`src/rtl/core_pkg.sv`:
```
// Shared core constants and types.
// The register file's optional write-to-read bypass is selected with the
// RF_BYPASS_EN macro; this package is the same in both builds.
package core_pkg;

   localparam int RF_ADDR_WIDTH = 5;
   localparam int RF_DATA_WIDTH = 32;

   typedef enum logic {
      RF_SCRUB_IDLE  = 1'b0,
      RF_SCRUB_CLEAR = 1'b1
   } rf_scrub_state_e;

endpackage

```
`src/rtl/rf_scrub_ctrl.sv`:
```
// Scrub sequencer for the register file.
// A clear request walks the counter over registers 1..NUM_WORDS-1, one per
// cycle. Register 0 is hardwired to zero, so it is never visited.
//
// state          | meaning
// ---------------+------------------------------------------------------
// RF_SCRUB_IDLE  | waiting for clear_i; counter parked at 1
// RF_SCRUB_CLEAR | zeroing register scrub_addr_o this cycle, then advance
module rf_scrub_ctrl
   import core_pkg::*;
#(
   parameter int ADDR_WIDTH = RF_ADDR_WIDTH
) (
   input  logic                  clock,
   input  logic                  reset,
   input  logic                  clear_i,
   output logic                  scrub_active_o,
   output logic [ADDR_WIDTH-1:0] scrub_addr_o,
   output logic                  scrub_we_o
);

   localparam logic [ADDR_WIDTH-1:0] CNT_ONE   = ADDR_WIDTH'(1);
   localparam logic [ADDR_WIDTH-1:0] LAST_ADDR = '1;

   rf_scrub_state_e       state_q;
   logic [ADDR_WIDTH-1:0] cnt_q;

   // Scrub FSM and address counter; a clear request during CLEAR is ignored.
   always_ff @(posedge clock or posedge reset) begin
      if (reset) begin
         state_q <= RF_SCRUB_IDLE;
         cnt_q   <= CNT_ONE;
      end else begin
         case (state_q)
            RF_SCRUB_IDLE: begin
               if (clear_i) begin
                  state_q <= RF_SCRUB_CLEAR;
                  cnt_q   <= CNT_ONE;
               end
            end
            RF_SCRUB_CLEAR: begin
               if (cnt_q == LAST_ADDR) begin
                  state_q <= RF_SCRUB_IDLE;
                  cnt_q   <= CNT_ONE;
               end else begin
                  cnt_q <= cnt_q + CNT_ONE;
               end
            end
            default: begin
               state_q <= RF_SCRUB_IDLE;
               cnt_q   <= CNT_ONE;
            end
         endcase
      end
   end

   assign scrub_active_o = (state_q == RF_SCRUB_CLEAR);
   assign scrub_we_o     = (state_q == RF_SCRUB_CLEAR);
   assign scrub_addr_o   = cnt_q;

endmodule

```
`src/rtl/multiport_register_file.sv`:
```
// Multi-port integer register file with busy scoreboard and scrub.
// Register 0 reads as zero and is never written or reserved.
// Optional feature macro: RF_BYPASS_EN forwards same-cycle write data to
// matching read ports (highest write port wins); undefined, reads see only
// stored contents.
module multiport_register_file
   import core_pkg::*;
#(
   parameter int ADDR_WIDTH = RF_ADDR_WIDTH,
   parameter int DATA_WIDTH = RF_DATA_WIDTH,
   parameter int NUM_READ   = 2,
   parameter int NUM_WRITE  = 2
) (
   input  logic                            clock,
   input  logic                            reset,
   input  logic [NUM_READ*ADDR_WIDTH-1:0]  raddr_ip,
   output logic [NUM_READ*DATA_WIDTH-1:0]  rdata_op,
   output logic [NUM_READ-1:0]             rbusy_op,
   input  logic [NUM_WRITE*ADDR_WIDTH-1:0] waddr_ip,
   input  logic [NUM_WRITE*DATA_WIDTH-1:0] wdata_ip,
   input  logic [NUM_WRITE-1:0]            we_ip,
   input  logic                            reserve_ip,
   input  logic [ADDR_WIDTH-1:0]           reserve_addr_ip,
   input  logic                            clear_ip,
   output logic                            clear_busy_op
);

   localparam int NUM_WORDS = 2**ADDR_WIDTH;

   logic [DATA_WIDTH-1:0] rf_q [NUM_WORDS];
   logic [DATA_WIDTH-1:0] rf_d [NUM_WORDS];
   logic [NUM_WORDS-1:0]  busy_q;
   logic [NUM_WORDS-1:0]  busy_d;

   logic                  scrub_active;
   logic [ADDR_WIDTH-1:0] scrub_addr;
   logic                  scrub_we;

   rf_scrub_ctrl #(
      .ADDR_WIDTH (ADDR_WIDTH)
   ) u_scrub (
      .clock          (clock),
      .reset          (reset),
      .clear_i        (clear_ip),
      .scrub_active_o (scrub_active),
      .scrub_addr_o   (scrub_addr),
      .scrub_we_o     (scrub_we)
   );

   assign clear_busy_op = scrub_active;

   // Next-state of storage and scoreboard: scrub overrides all traffic;
   // otherwise later write ports override earlier ones and reserve wins last.
   always_comb begin
      rf_d   = rf_q;
      busy_d = busy_q;
      if (scrub_active) begin
         if (scrub_we) begin
            rf_d[scrub_addr]   = '0;
            busy_d[scrub_addr] = 1'b0;
         end
      end else begin
         for (int j = 0; j < NUM_WRITE; j++) begin
            if (we_ip[j] && (waddr_ip[j*ADDR_WIDTH +: ADDR_WIDTH] != '0)) begin
               rf_d[waddr_ip[j*ADDR_WIDTH +: ADDR_WIDTH]]   = wdata_ip[j*DATA_WIDTH +: DATA_WIDTH];
               busy_d[waddr_ip[j*ADDR_WIDTH +: ADDR_WIDTH]] = 1'b0;
            end
         end
         if (reserve_ip && (reserve_addr_ip != '0)) begin
            busy_d[reserve_addr_ip] = 1'b1;
         end
      end
   end

   // Storage and scoreboard registers, fully cleared by reset.
   always_ff @(posedge clock or posedge reset) begin
      if (reset) begin
         for (int w = 0; w < NUM_WORDS; w++) begin
            rf_q[w] <= '0;
         end
         busy_q <= '0;
      end else begin
         rf_q   <= rf_d;
         busy_q <= busy_d;
      end
   end

   // Combinational read ports with optional same-cycle write forwarding.
   always_comb begin
      rdata_op = '0;
      rbusy_op = '0;
      for (int i = 0; i < NUM_READ; i++) begin
         rdata_op[i*DATA_WIDTH +: DATA_WIDTH] = rf_q[raddr_ip[i*ADDR_WIDTH +: ADDR_WIDTH]];
         rbusy_op[i] = busy_q[raddr_ip[i*ADDR_WIDTH +: ADDR_WIDTH]];
`ifdef RF_BYPASS_EN
         if (!scrub_active) begin
            for (int j = 0; j < NUM_WRITE; j++) begin
               if (we_ip[j] &&
                   (waddr_ip[j*ADDR_WIDTH +: ADDR_WIDTH] == raddr_ip[i*ADDR_WIDTH +: ADDR_WIDTH])) begin
                  rdata_op[i*DATA_WIDTH +: DATA_WIDTH] = wdata_ip[j*DATA_WIDTH +: DATA_WIDTH];
                  rbusy_op[i] = reserve_ip &&
                                (reserve_addr_ip == raddr_ip[i*ADDR_WIDTH +: ADDR_WIDTH]);
               end
            end
         end
`endif
         // Register 0 is constant zero regardless of storage or forwarding.
         if (raddr_ip[i*ADDR_WIDTH +: ADDR_WIDTH] == '0) begin
            rdata_op[i*DATA_WIDTH +: DATA_WIDTH] = '0;
            rbusy_op[i] = 1'b0;
         end
      end
   end

endmodule

```
`config.mk`:
```
export PLATFORM = sky130hd
export DESIGN_NAME = multiport_register_file
export DESIGN_NICKNAME = d
export VERILOG_FILES = /design/src/rtl/core_pkg.sv /design/src/rtl/rf_scrub_ctrl.sv /design/src/rtl/multiport_register_file.sv
export SDC_FILE = /design/constraint.sdc
export NUM_CORES = 2
export LEC_CHECK = 0
export ABC_AREA = 1
export CAP_MARGIN = 40
export CORE_MARGIN = 10
export CORE_UTILIZATION = 28
export CTS_CLUSTER_DIAMETER = 200
export DETAILED_ROUTE_END_ITERATION = 8
export HOLD_SLACK_MARGIN = 0.08
export SLEW_MARGIN = 25
export SYNTH_ARGS = -nofsm -noshare
export SYNTH_HDL_FRONTEND = slang
export SYNTH_SLANG_ARGS = --single-unit
```
`constraint.sdc`:
```
create_clock -name clock -period 88.9 [get_ports clock]
set_input_delay 22.225 -clock clock [delete_from_list [all_inputs] [get_ports clock]]
set_output_delay 22.225 -clock clock [all_outputs]
set_load 0.005 [all_outputs]
```
==> impl_metrics.tcl <==
set metrics [dict create \
    hold_class "register to register" \
    dp_hpwl_um 275000 \
    crit_fanout 68 \
    fp.coreArea_um2 288000 \
    tns_ns 0 \
    max_stage_delay_ns 0.77 \
    avgViaCountPerCell 5.76 \
    register_area_um2 26600 \
    synth-edff-count 0 \
    grt_max_degree 166 \
    grt.overflow.total 0 \
    syn_nets 13900 \
    finalHoldViolCount 0 \
    synth_warnings 0 \
    status "finished, violations left" \
    cts_sinks 1062 \
    finalSetupViolations 0 \
    die_h_um 557 \
    start_util_pct 28.1 \
    end_kind "primary output" \
    cap_violations 0 \
    wl_um 445000 \
    antenna_found_initial 61 \
    clkTransAtPathRegs_ns 0.06 \
    ys_seq_area_share_pct 32.9 \
    fin_nets 13400 \
    slew_viol_final 0 \
    yosysTopAreaCell "dfrtp_1" \
    postCtsSetupRepairBufs 0 \
    grt_pass1_vias 86000 \
    startpoint_type "primary input" \
    synth_cells 13800 \
    fp.dieArea_um2 310000 \
    synthArstFlopShare_pct 100 \
    fmax_mhz 20.1 \
    peakVddDrop_mv 0.0372 \
    cts_tree "yes" \
    fin_skew_ns 0.0318 \
    syn_to_final_growth_pct 13.6 \
    h-tree-depth 4 \
    grt_usage_pct 27.1 \
    cts_buffer_depth 3 \
    io_pins 162 \
    port_buffers 161 \
    path_class "primary input to primary output" \
    final.period_utilization_pct 56.0 \
    fin_crit_ns 49.82 \
    firstDrtPassIters 9 \
    syn_area_per_cell_um2 5.86 \
    fillers 31300 \
    grt_first_pass_wirelength_um 632000 \
    rsz0062_at_grt "false" \
    layout_common_cells "5849 x nand2_1, 1825 x nand3_1, 1521 x o21ai_0" \
    cts_buffers 138 \
    ctsHoldBuffers 0 \
    critPathSlowestCell "buf_4" \
    final_common_cell "nand2_1" \
    crit_required_ns 66.68 \
    cts_resized 0 \
    via_count 99000 \
    drive_gt1_share_pct 5.33 \
    worst_pin_slew_ns 1.15 \
    maxSlewHeadroom_pct 23.4 \
    drt_iter0_drc 17800 \
    ys.flop_type "dfrtp_1" \
    crit_chain "buf_8, buf_4, buf_4, buf_4, buf_16, buf_4, nand2_1, nand3_1, nand3_1, nand2_1, nand2_1, nand2_1, nor2_1, nor2_1, clkdlybuf4s50_1" \
    synth_area_leaders "dfrtp_1 33%, nand2_1 27%, nand3_1 11%" \
    gp_congestion 0.997 \
    cts_root_buf "clkbuf_16" \
    die_w_um 557 \
    route.detailed.wl_per_inst_um 25.9 \
    row_count 197 \
    yosys.area.top_type_share_pct 32.9 \
    drc_errors 7 \
    violations "DRC" \
    multi_input_comb_area_um2 48000 \
    synth_cell_type_count 29 \
    timing.hold.ws_ns 0.497 \
    synthesis.area_um2 80800 \
    powerDensity_nw_per_um2 27.0 \
    clock_latency_ns 0.84 \
    p_leak_nw 44.0 \
    drt.antenna.violating_nets 0 \
    ys_ff_latch 1062 \
    arrival_ns 27.59 \
]
-- metrics by stage --
step | worst slack [ns] | utilization [%] | cell area (µm²) | total power (W) | cells
4_1_cts | 39.57 | 31.6 | 91000 | 0.00242 | 17100
5_1_grt | 39.03 | 31.9 | 91800 | 0.00262 | 17200
3_5_place_dp | 39.59 | 30.1 | 86600 | 0.00185 | 16900
6_report | 39.08 | 31.9 | 91800 | 0.00248 | 17200
2_1_floorplan | 36.78 | - | 80800 | 0.00146 | 13800
3_3_place_gp | 39.19 | 29.5 | 85000 | 0.00182 | 16800
-- metal layers --
| metal | vias to the layer above | share of wire, % | wire length [µm] | global-route usage, % |
|---|---|---|---|---|
| met5 | - | 0.049 | 218 | 0 |
| met4 | 34 | 8.8 | 39300 | 20.7 |
| met3 | 1776 | 14 | 64200 | 9.16 |
| met2 | 7762 | 40 | 177000 | 37.5 |
| met1 | 45600 | 37 | 164000 | 34.4 |
| li1 | 43800 | - | - | - |
-- cell usage after synthesis, types with 9 or more instances --
library cell and count:
nand3_1 1834, o21ai_0 1521, inv_1 460, o211ai_1 107, o22ai_1 10, clkinv_1 51
nor2_1 453, buf_1 103, dfrtp_1 1061, buf_2 123, a21oi_1 1138, inv_2 9
o21ai_1 24, nand2_1 5864, nor3_1 13, clkbuf_1 976
-- final cells by class --
| cell class | instances | share of cell area, % |
|---|---|---|
| well taps | 3781 | 5.15 |
| clock inverters | 34 | 0.417 |
| repair buffers | 556 | 6.55 |
| clock buffers | 201 | 4.37 |
| inverters | 520 | 2.19 |
| multi-input cells | 11000 | 52.3 |
| diodes | 38 | 0.104 |
| flip-flops and latches | 1062 | 29.0 |
-- critical path, delay by kind of cell --
kind | cells | cell delay [ns]
simple gates | 8 | 1.28
buf+inv | 7 | 3.87
-- flip-flops by register name, indices dropped and copies added (netlist names) --
| signal | cells |
|---|---|
| rf_q | 1024 |
| busy_q | 32 |
| u_scrub.scrub_addr_o | 5 |
| u_scrub.scrub_active_o | 1 |
-- cell families (layout without fill, tap and decap cells) --
logic type	after synthesis	after routing	synth area share, %
AO/OA/AOI/OAI	2813	2813	17.8
XOR/XNOR	1	1	0.0108
adder cells (fa/ha/maj)	5	5	0.0774
buffers and inverters	1726	1311	8.23
flip-flops	1062	1062	32.9
other	0	38	0
AND/OR/NAND/NOR	8184	8184	41.0
-- power by group --
group          switching [W]  internal [W]  leakage (nW)  total (W)
Combinational       0.000734      0.000344          27.5    0.00108
Clock               0.000245      0.000334          2.17   0.000579
Sequential          0.000182      0.000643          14.4   0.000826
Total                0.00116       0.00132          44.0    0.00248
-- worst paths after layout --
path	from	cells past startpoint	to	slack (ns)
max	raddr_ip[0]	15	rdata_op[31]	39.08
max in group asynchronous	reset	9	rf_q[4]	62.90
max reg2reg	u_scrub.scrub_active_o	6	rf_q[202]	84.67
min	rf_q[1014]	2	rf_q[1014]	0.50
min reg2reg	rf_q[1014]	2	rf_q[1014]	0.50
min in group asynchronous	reset	2	rf_q[794]	21.91
No activity file was read; power rests on OpenSTA's default activity.
